$ cat config.mk
export PLATFORM = sky130hd
export DESIGN_NAME = mul8s_err_acc
export DESIGN_NICKNAME = d
export VERILOG_FILES = /design/src/rtl/mul8s_pkg.sv /design/src/rtl/mul8s_err_acc.sv
export SDC_FILE = /design/constraint.sdc
export NUM_CORES = 1
export LEC_CHECK = 0
export ABC_AREA = 1
export BUFFER_PORTS_ARGS = -buffer_cell sky130_fd_sc_hd__clkbuf_2
export CORE_ASPECT_RATIO = 1.75
export CORE_MARGIN = 2
export CORE_UTILIZATION = 30
export DETAILED_ROUTE_END_ITERATION = 8
export SLEW_MARGIN = 20
export SYNTH_ARGS = -nofsm -noshare
export SYNTH_HDL_FRONTEND = slang
export SYNTH_SLANG_ARGS = --single-unit
$ cat constraint.sdc
create_clock -name clk -period 14.96 [get_ports clk]
set_input_delay 3.74 -clock clk [delete_from_list [all_inputs] [get_ports clk]]
set_output_delay 3.74 -clock clk [all_outputs]
set_load 0.01 [all_outputs]
$ cat src/rtl/mul8s_pkg.sv
// Shared types and constants for the mul8s stimulus generator / error checker.
package mul8s_pkg;

    typedef enum logic [1:0] {
        IDLE  = 2'd0,
        RUN   = 2'd1,
        DRAIN = 2'd2,
        DONE  = 2'd3
    } state_t;

    localparam int OP_W  = 8;
    localparam int RES_W = 16;
    localparam int ERR_W = 17;

    // Fibonacci taps 16,14,13,11 expressed as state bits 15,13,12,10
    localparam logic [15:0] LFSR_TAPS = 16'hB400;

    localparam logic [ERR_W-1:0] EXH_VECS = 17'd65536;

    function automatic logic [15:0] lfsr_next(input logic [15:0] s);
        return {s[14:0], ^(s & LFSR_TAPS)};
    endfunction

endpackage

$ cat src/rtl/mul8s_err_acc.sv
// Aligns the issue-time exact product with the DUT result and accumulates error metrics.
module mul8s_err_acc
    import mul8s_pkg::*;
#(
    parameter int DUT_LAT = 0
) (
    input  logic             clk,
    input  logic             rst,
    input  logic             clear,
    input  logic             valid,
    input  logic [RES_W-1:0] exact,
    input  logic [RES_W-1:0] O,
    output logic [ERR_W-1:0] vec_cnt,
    output logic [ERR_W-1:0] err_cnt,
    output logic [31:0]      sum_abs_err,
    output logic [ERR_W-1:0] max_abs_err
);

    logic [DUT_LAT:0]   dl_valid;
    logic [RES_W-1:0]   dl_exact [DUT_LAT+1];
    logic [ERR_W-1:0]   diff;
    logic [ERR_W-1:0]   abs_d;

    always_ff @(posedge clk) begin
        if (rst) begin
            dl_valid <= '0;
            for (int k = 0; k <= DUT_LAT; k++) dl_exact[k] <= '0;
        end else begin
            dl_valid[0] <= valid;
            dl_exact[0] <= exact;
            for (int k = 1; k <= DUT_LAT; k++) begin
                dl_valid[k] <= dl_valid[k-1];
                dl_exact[k] <= dl_exact[k-1];
            end
        end
    end

    // 17-bit signed difference cannot overflow: |d| <= 49152
    assign diff  = {dl_exact[DUT_LAT][RES_W-1], dl_exact[DUT_LAT]} - {O[RES_W-1], O};
    assign abs_d = diff[ERR_W-1] ? (~diff + ERR_W'(1)) : diff;

    always_ff @(posedge clk) begin
        if (rst || clear) begin
            vec_cnt     <= '0;
            err_cnt     <= '0;
            sum_abs_err <= '0;
            max_abs_err <= '0;
        end else if (dl_valid[DUT_LAT]) begin
            vec_cnt     <= vec_cnt + ERR_W'(1);
            if (abs_d != '0) err_cnt <= err_cnt + ERR_W'(1);
            sum_abs_err <= sum_abs_err + 32'(abs_d);
            if (abs_d > max_abs_err) max_abs_err <= abs_d;
        end
    end

endmodule

; ---- Word level (Yosys, flattened, before mapping)
; Memory sizes are Yosys's and may differ from the RTL's.
; Index checks and enable logic that the tools add are counted.
[totals]
register_bits = 84
mem_bits_rw = 16
in_bits = 36
output_inout_bits = 83
elab_cells = 24
mem_count = 1
[classes]
addsub = 5
magnitude_cmp = 1
muxes = 6
bitwise = 1
n_reduce_logical = 5
[memory_table]
columns = name, words, word_bits, read_ports, rd_ports_with_merged_regs, write_ports, line_no
row1 = dl_exact, 1, 16, 1, 0, 1, mul8s_err_acc.sv:20  ; logic [RES_W-1:0] dl_exact [DUT_LAT+1];
[ops]
columns = operator, n
row1 = $add 17x1->17 const B, 3
row2 = $add 32x17->32, 1
row3 = $gt 17x17->1, 1
row4 = $mux 17, 1
row5 = $not 17->17, 1
row6 = $reduce_bool 17->1, 1
row7 = $sub 16x16->17, 1
row8 = $mux 16, 1
row9 = $reduce_or 16->1, 1
row10 = $mux 1, 4
row11 = $reduce_and 2->1, 2
row12 = $logic_or 1x1->1, 1

; ---- Logic depth before layout (Yosys ltp)
[depth]
word_depth = 6
mapped_depth = 31
depth_no_buf = 31

; ---- Worst setup path before layout
; Ideal clock, no wire load.
[synth_timing]
path_kind = input port to flip-flop
from = input port O[0]
to = register sum_abs_err[23]
arrival_ns = 7.391
setup_slack_ns = 7.505
path_stages = 26
path_buffers = 0
cell_sequence = ha_1 > inv_1 > fa_1 > nand2_1 > nand2_2 > nand3_2 > nand2_2 > nand2_2 > nand3_1 > nand2_4 > nand2_1 > xnor2_1 > inv_1 > ha_1 > nand3_1 > nand2_1 > a21oi_1 > o21ai_0 > a21oi_1 > o21ai_0 > a21oi_1 > o22ai_1 > nand2_1 > o21ai_0 > nand2_1 > nor2_1
[synth_between]
elab_chain_len = 5
[synth_rtl]
columns = item, line_no
row1 = start: declaration, mul8s_err_acc.sv:12  ; input logic [RES_W-1:0] O,
row2 = $sub 16x16->17 *, mul8s_err_acc.sv:39  ; assign diff = {dl_exact[DUT_LAT][RES_W-1], dl_exact[DUT_LAT]} - {O[RES_W-1], O};
row3 = $not 17->17, mul8s_err_acc.sv:40  ; assign abs_d = diff[ERR_W-1] ? (~diff + ERR_W'(1)) : diff;
row4 = $add 17x1->17, mul8s_err_acc.sv:40
row5 = $mux 17 *, mul8s_err_acc.sv:40
row6 = named net abs_d[2], mul8s_err_acc.sv:22  ; logic [ERR_W-1:0] abs_d;
row7 = $add 32x17->32 *, mul8s_err_acc.sv:51  ; sum_abs_err <= sum_abs_err + 32'(abs_d);
row8 = end signal: assignment, mul8s_err_acc.sv:51
row9 = end: declaration, mul8s_err_acc.sv:15  ; output logic [31:0] sum_abs_err,
; The timed path passes the listed nets; every way through them passes the cells marked *.
; A chain may end at the register's enable or synchronous reset.

; ---- Worst setup path in the final report
; Same ends and word-level chain as after synthesis.

==> results list <==
* End point of the most critical hold path: sum_abs_err[0]
* Maximum clock rate: between 100 and 150 MHz
* Area grow syn2layout: 17.4%
- Post-CTS resize count: 0
- Met2 routed WL: between 10000 and 15000 µm
* Post-layout power: between 0.7 and 0.8 mW
* Most common cell after layout, fill and taps aside: sky130_fd_sc_hd__nand2_1
- Clock latency at the later pin of the worst-skew pair: ~360 ps
* Clock tree from TritonCTS: yes
- The worst hold path begins at sum_abs_err[0].
- The detail route stage leaves a number of antenna-violating nets equal to 0.
* Synth Register Bits: 100
* Hold WS: 488 ps
- For the finished layout, the period the worst path requires is around 8000 ps.
- Die H: slightly above 200 µm
- The worst setup path is captured at a flop.
* Slew @ Worst Pin: 736 ps
- During I/O placement, the number of pins put on the boundary was ~120.
* Number of endpoints failing setup at the final stage: 0
- Across every metal layer, demand over resource in global routing totals between 10% and 20%.
* Share of the core filled with cells: 36.0%
- VDD IR-drop max: 0.0534 mV
- Run status: completed
- Share of the cycle needed by the critical path after routing: 53.6%
- Max-cap violation count: 0
- The die covers roughly 0.025 mm².
- In this run the top signal layer used is met4.
- Hold Fails Final Rpt: 0
* Routed WL per cell: around 13 µm
- Clock sink count: 100
* Standard-cell rows: 73
* Vias in the first global route: just under 7000
* Final nets: between 1000 and 1500
- From left edge to right edge, the die measures 119 µm.
* Mean instance size in the synthesized netlist: 6.37 µm²
- Worst-case register-to-register setup slack: ~10000 ps
- The synthesized design spends more area on one cell type than any other, namely sky130_fd_sc_hd__dfxtp_1.
* Register-to-Register Path Depth: 27
- Worst stage delay on the critical path: roughly 410 ps
* Clock tree root driver cell: sky130_fd_sc_hd__clkbuf_16
- Along the worst path, the maximum fanout reaches 25.
- Cell area power density: ~94 mW/mm²
* Number of slew-limit violations in the final report: 0
- Total of hold buffers inserted after clock tree synthesis: 0
- Yosys warns: 0
* First-pass GRT wire length: 32000 µm
- In the routed layout, each cell is associated on average with a via count of between 4 and 5.
- Via count of the routed design: roughly 7000
* Total half-perimeter wirelength after legalization and detailed placement: approximately 16000 µm
- The worst hold path passes through 2 cells.
- Relative max-transition margin: between 50 and 60%
* Cell with the largest stage delay on the worst path: sky130_fd_sc_hd__fa_1
- The H-tree was split into 3 levels.
* Met1 WL: approximately 7500 µm
* Initial core utilization: 30.6%
* Number of antenna repair diodes: 0
* Design area: 0.00818 mm²
- At the worst endpoint, the required time is approximately 15000 ps.
- RR Startpoint: dl_exact[0][0]
* Clock buffer count from CTS: 9
- Number of setup buffers added after CTS: 0
* Share of the synthesized area in the top cell type: 28.7%
* Yosys cell types: between 40 and 50
- The share of the Yosys chip area taken by registers is between 20% and 30%.
- Layout cells sized above 1: about an eighth
- The congestion estimate from routability-driven global placement came to 0.853.
* Main area contributors after synthesis: sky130_fd_sc_hd__dfxtp_1 29%, sky130_fd_sc_hd__nand2_1 13%, sky130_fd_sc_hd__inv_1 9.9%, sky130_fd_sc_hd__ha_1 9.5%, sky130_fd_sc_hd__a21oi_1 7.0%
- In this run, the number of DRC markers left after iteration 0 of detailed routing was about 330.
- After global routing the overflow that remains totals 0.
- By instance count, the cell type seen most on the critical path is sky130_fd_sc_hd__nand2_1.
- Path class of the lowest-slack min-delay path: flop to flop
* Synthesized netlist cell count: approximately 1100
- The routed design uses 679 µm of met3 wire.
- Number of antenna violations at the first check in global routing: 0
- Setup repair after global routing left no endpoint under its margin.
* Syn Std Cell Area: 0.00697 mm²
- Classification of the worst setup path: primary input to flop
- Placeable core region: around 0.023 mm²
* Remaining design rule violation count: 0
- Clock-pin slew was measured on the worst setup and hold paths at roughly 70 ps.
- Most frequent cells in the layout: 248 x sky130_fd_sc_hd__nand2_1, 183 x sky130_fd_sc_hd__inv_1, 124 x sky130_fd_sc_hd__nor2_1, 118 x sky130_fd_sc_hd__clkbuf_2, 99 x sky130_fd_sc_hd__dfxtp_1
* TritonRoute pass-1 iters: 5
- Worst flop-to-flop path endpoint: sum_abs_err[23]
- Total negative slack: 0 ps
- Final Skew: around 9.6 ps
- The count of buffers added on input and output ports is 118.
- In this run the cell area measured after placement is ~0.0079 mm².
- Summed over all layers, the routed wires come to a little under 20000 µm.
- Data arrives at the worst endpoint at roughly 8300 ps.
- The longest clock path from root to sink contains 2 buffers.
- Category of the worst setup path launch point: primary input
- Entering global routing, the biggest net connects 58 pins.
- The analysis attributes to cell leakage a power of 4.07 nW.
- Post-Synthesis Net Count: between 1000 and 1500
cells by family (layout without fill, tap and decap cells):
| logic type | count (synthesis) | count (layout) | synth area share [%] |
|---|---|---|---|
| buf+inv | 211 | 325 | 11.7 |
| compound gates | 179 | 179 | 13.7 |
| simple gates | 516 | 516 | 31.6 |
| fa+ha+maj | 55 | 55 | 10.1 |
| xor+xnor | 33 | 33 | 4.15 |
| flops | 100 | 100 | 28.7 |
registers in the layout, summed over array words and instances (netlist names):
signal       cells
err_cnt         17
vec_cnt         17
dl_exact        16
dl_valid         1
sum_abs_err     32
max_abs_err     17
critical path: cells and delay by family:
family | cells | cell delay (ps)
AOI/OAI and AO/OA | 7 | 1680
and+or+nand+nor | 13 | 1490
adders and majority gates | 3 | 910
buffers and inverters | 3 | 260
xor gates and xnor gates | 1 | 230
final cells by class:
type | instances | area [µm²]
Tap cell | 300 | 375
Clock buffer | 10 | 239
Timing Repair Buffer | 121 | 613
Inverter | 188 | 706
Fill cell | 2503 | 14600
Clock inverter | 6 | 95.1
Multi-Input combinational cell | 783 | 4150
Sequential cell | 100 | 2000
report_power, final:
group / switching (mW) / internal (mW) / leakage [nW]
clock: 0.113 / 0.153 / 0.157
combinational: 0.143 / 0.0773 / 3.10
sequential: 0.00541 / 0.273 / 0.813
total: 0.261 / 0.504 / 4.07
stage by stage:
stage	std cells	setup slack (ps)
floorplan	1094	7500
global placement	1492	6630
detailed placement	1492	6520
CTS	1508	6880
global route	1508	6270
finish	1508	6940
cells in the mapped netlist, drive strengths merged:
master / number
or2: 1
clkinv: 2
xnor2: 8
o21a: 3
fa: 2
a211oi: 1
clkbuf: 14
xor2: 25
a31oi: 1
a221oi: 2
nor3: 20
ha: 53
dfxtp: 100
nor2: 128
o21ai: 61
o22ai: 1
a41oi: 1
nand3: 81
nand4: 16
nor3b: 2
a21boi: 1
inv: 186
a21oi: 99
nand2: 257
a21o: 1
o211ai: 3
nor4: 8
buf: 9
o21bai: 4
o221ai: 1
nand3b: 3
how the worst max path moves through the flow:
stage                     startpoint         endpoint  slack (ps)  depth (start not counted)
after floorplan                 O[0]  sum_abs_err[23]        7500                         26
after global placement          O[0]  sum_abs_err[23]        6630                         27
after detailed placement        O[0]  sum_abs_err[21]        6520                         27
after CTS                       O[0]  sum_abs_err[21]        6880                         27
after global routing            O[0]  sum_abs_err[23]        6270                         27
final                           O[0]  sum_abs_err[23]        6940                         27
routing by layer:
layer | track usage, % | vias up
li1 | - | 3735
met1 | 16.6 | 3134
met2 | 32.0 | 131
met3 | 2.41 | 35
met4 | 7.65 | 0
met5 | 0 | -
Power figures use the tool's default switching activity.
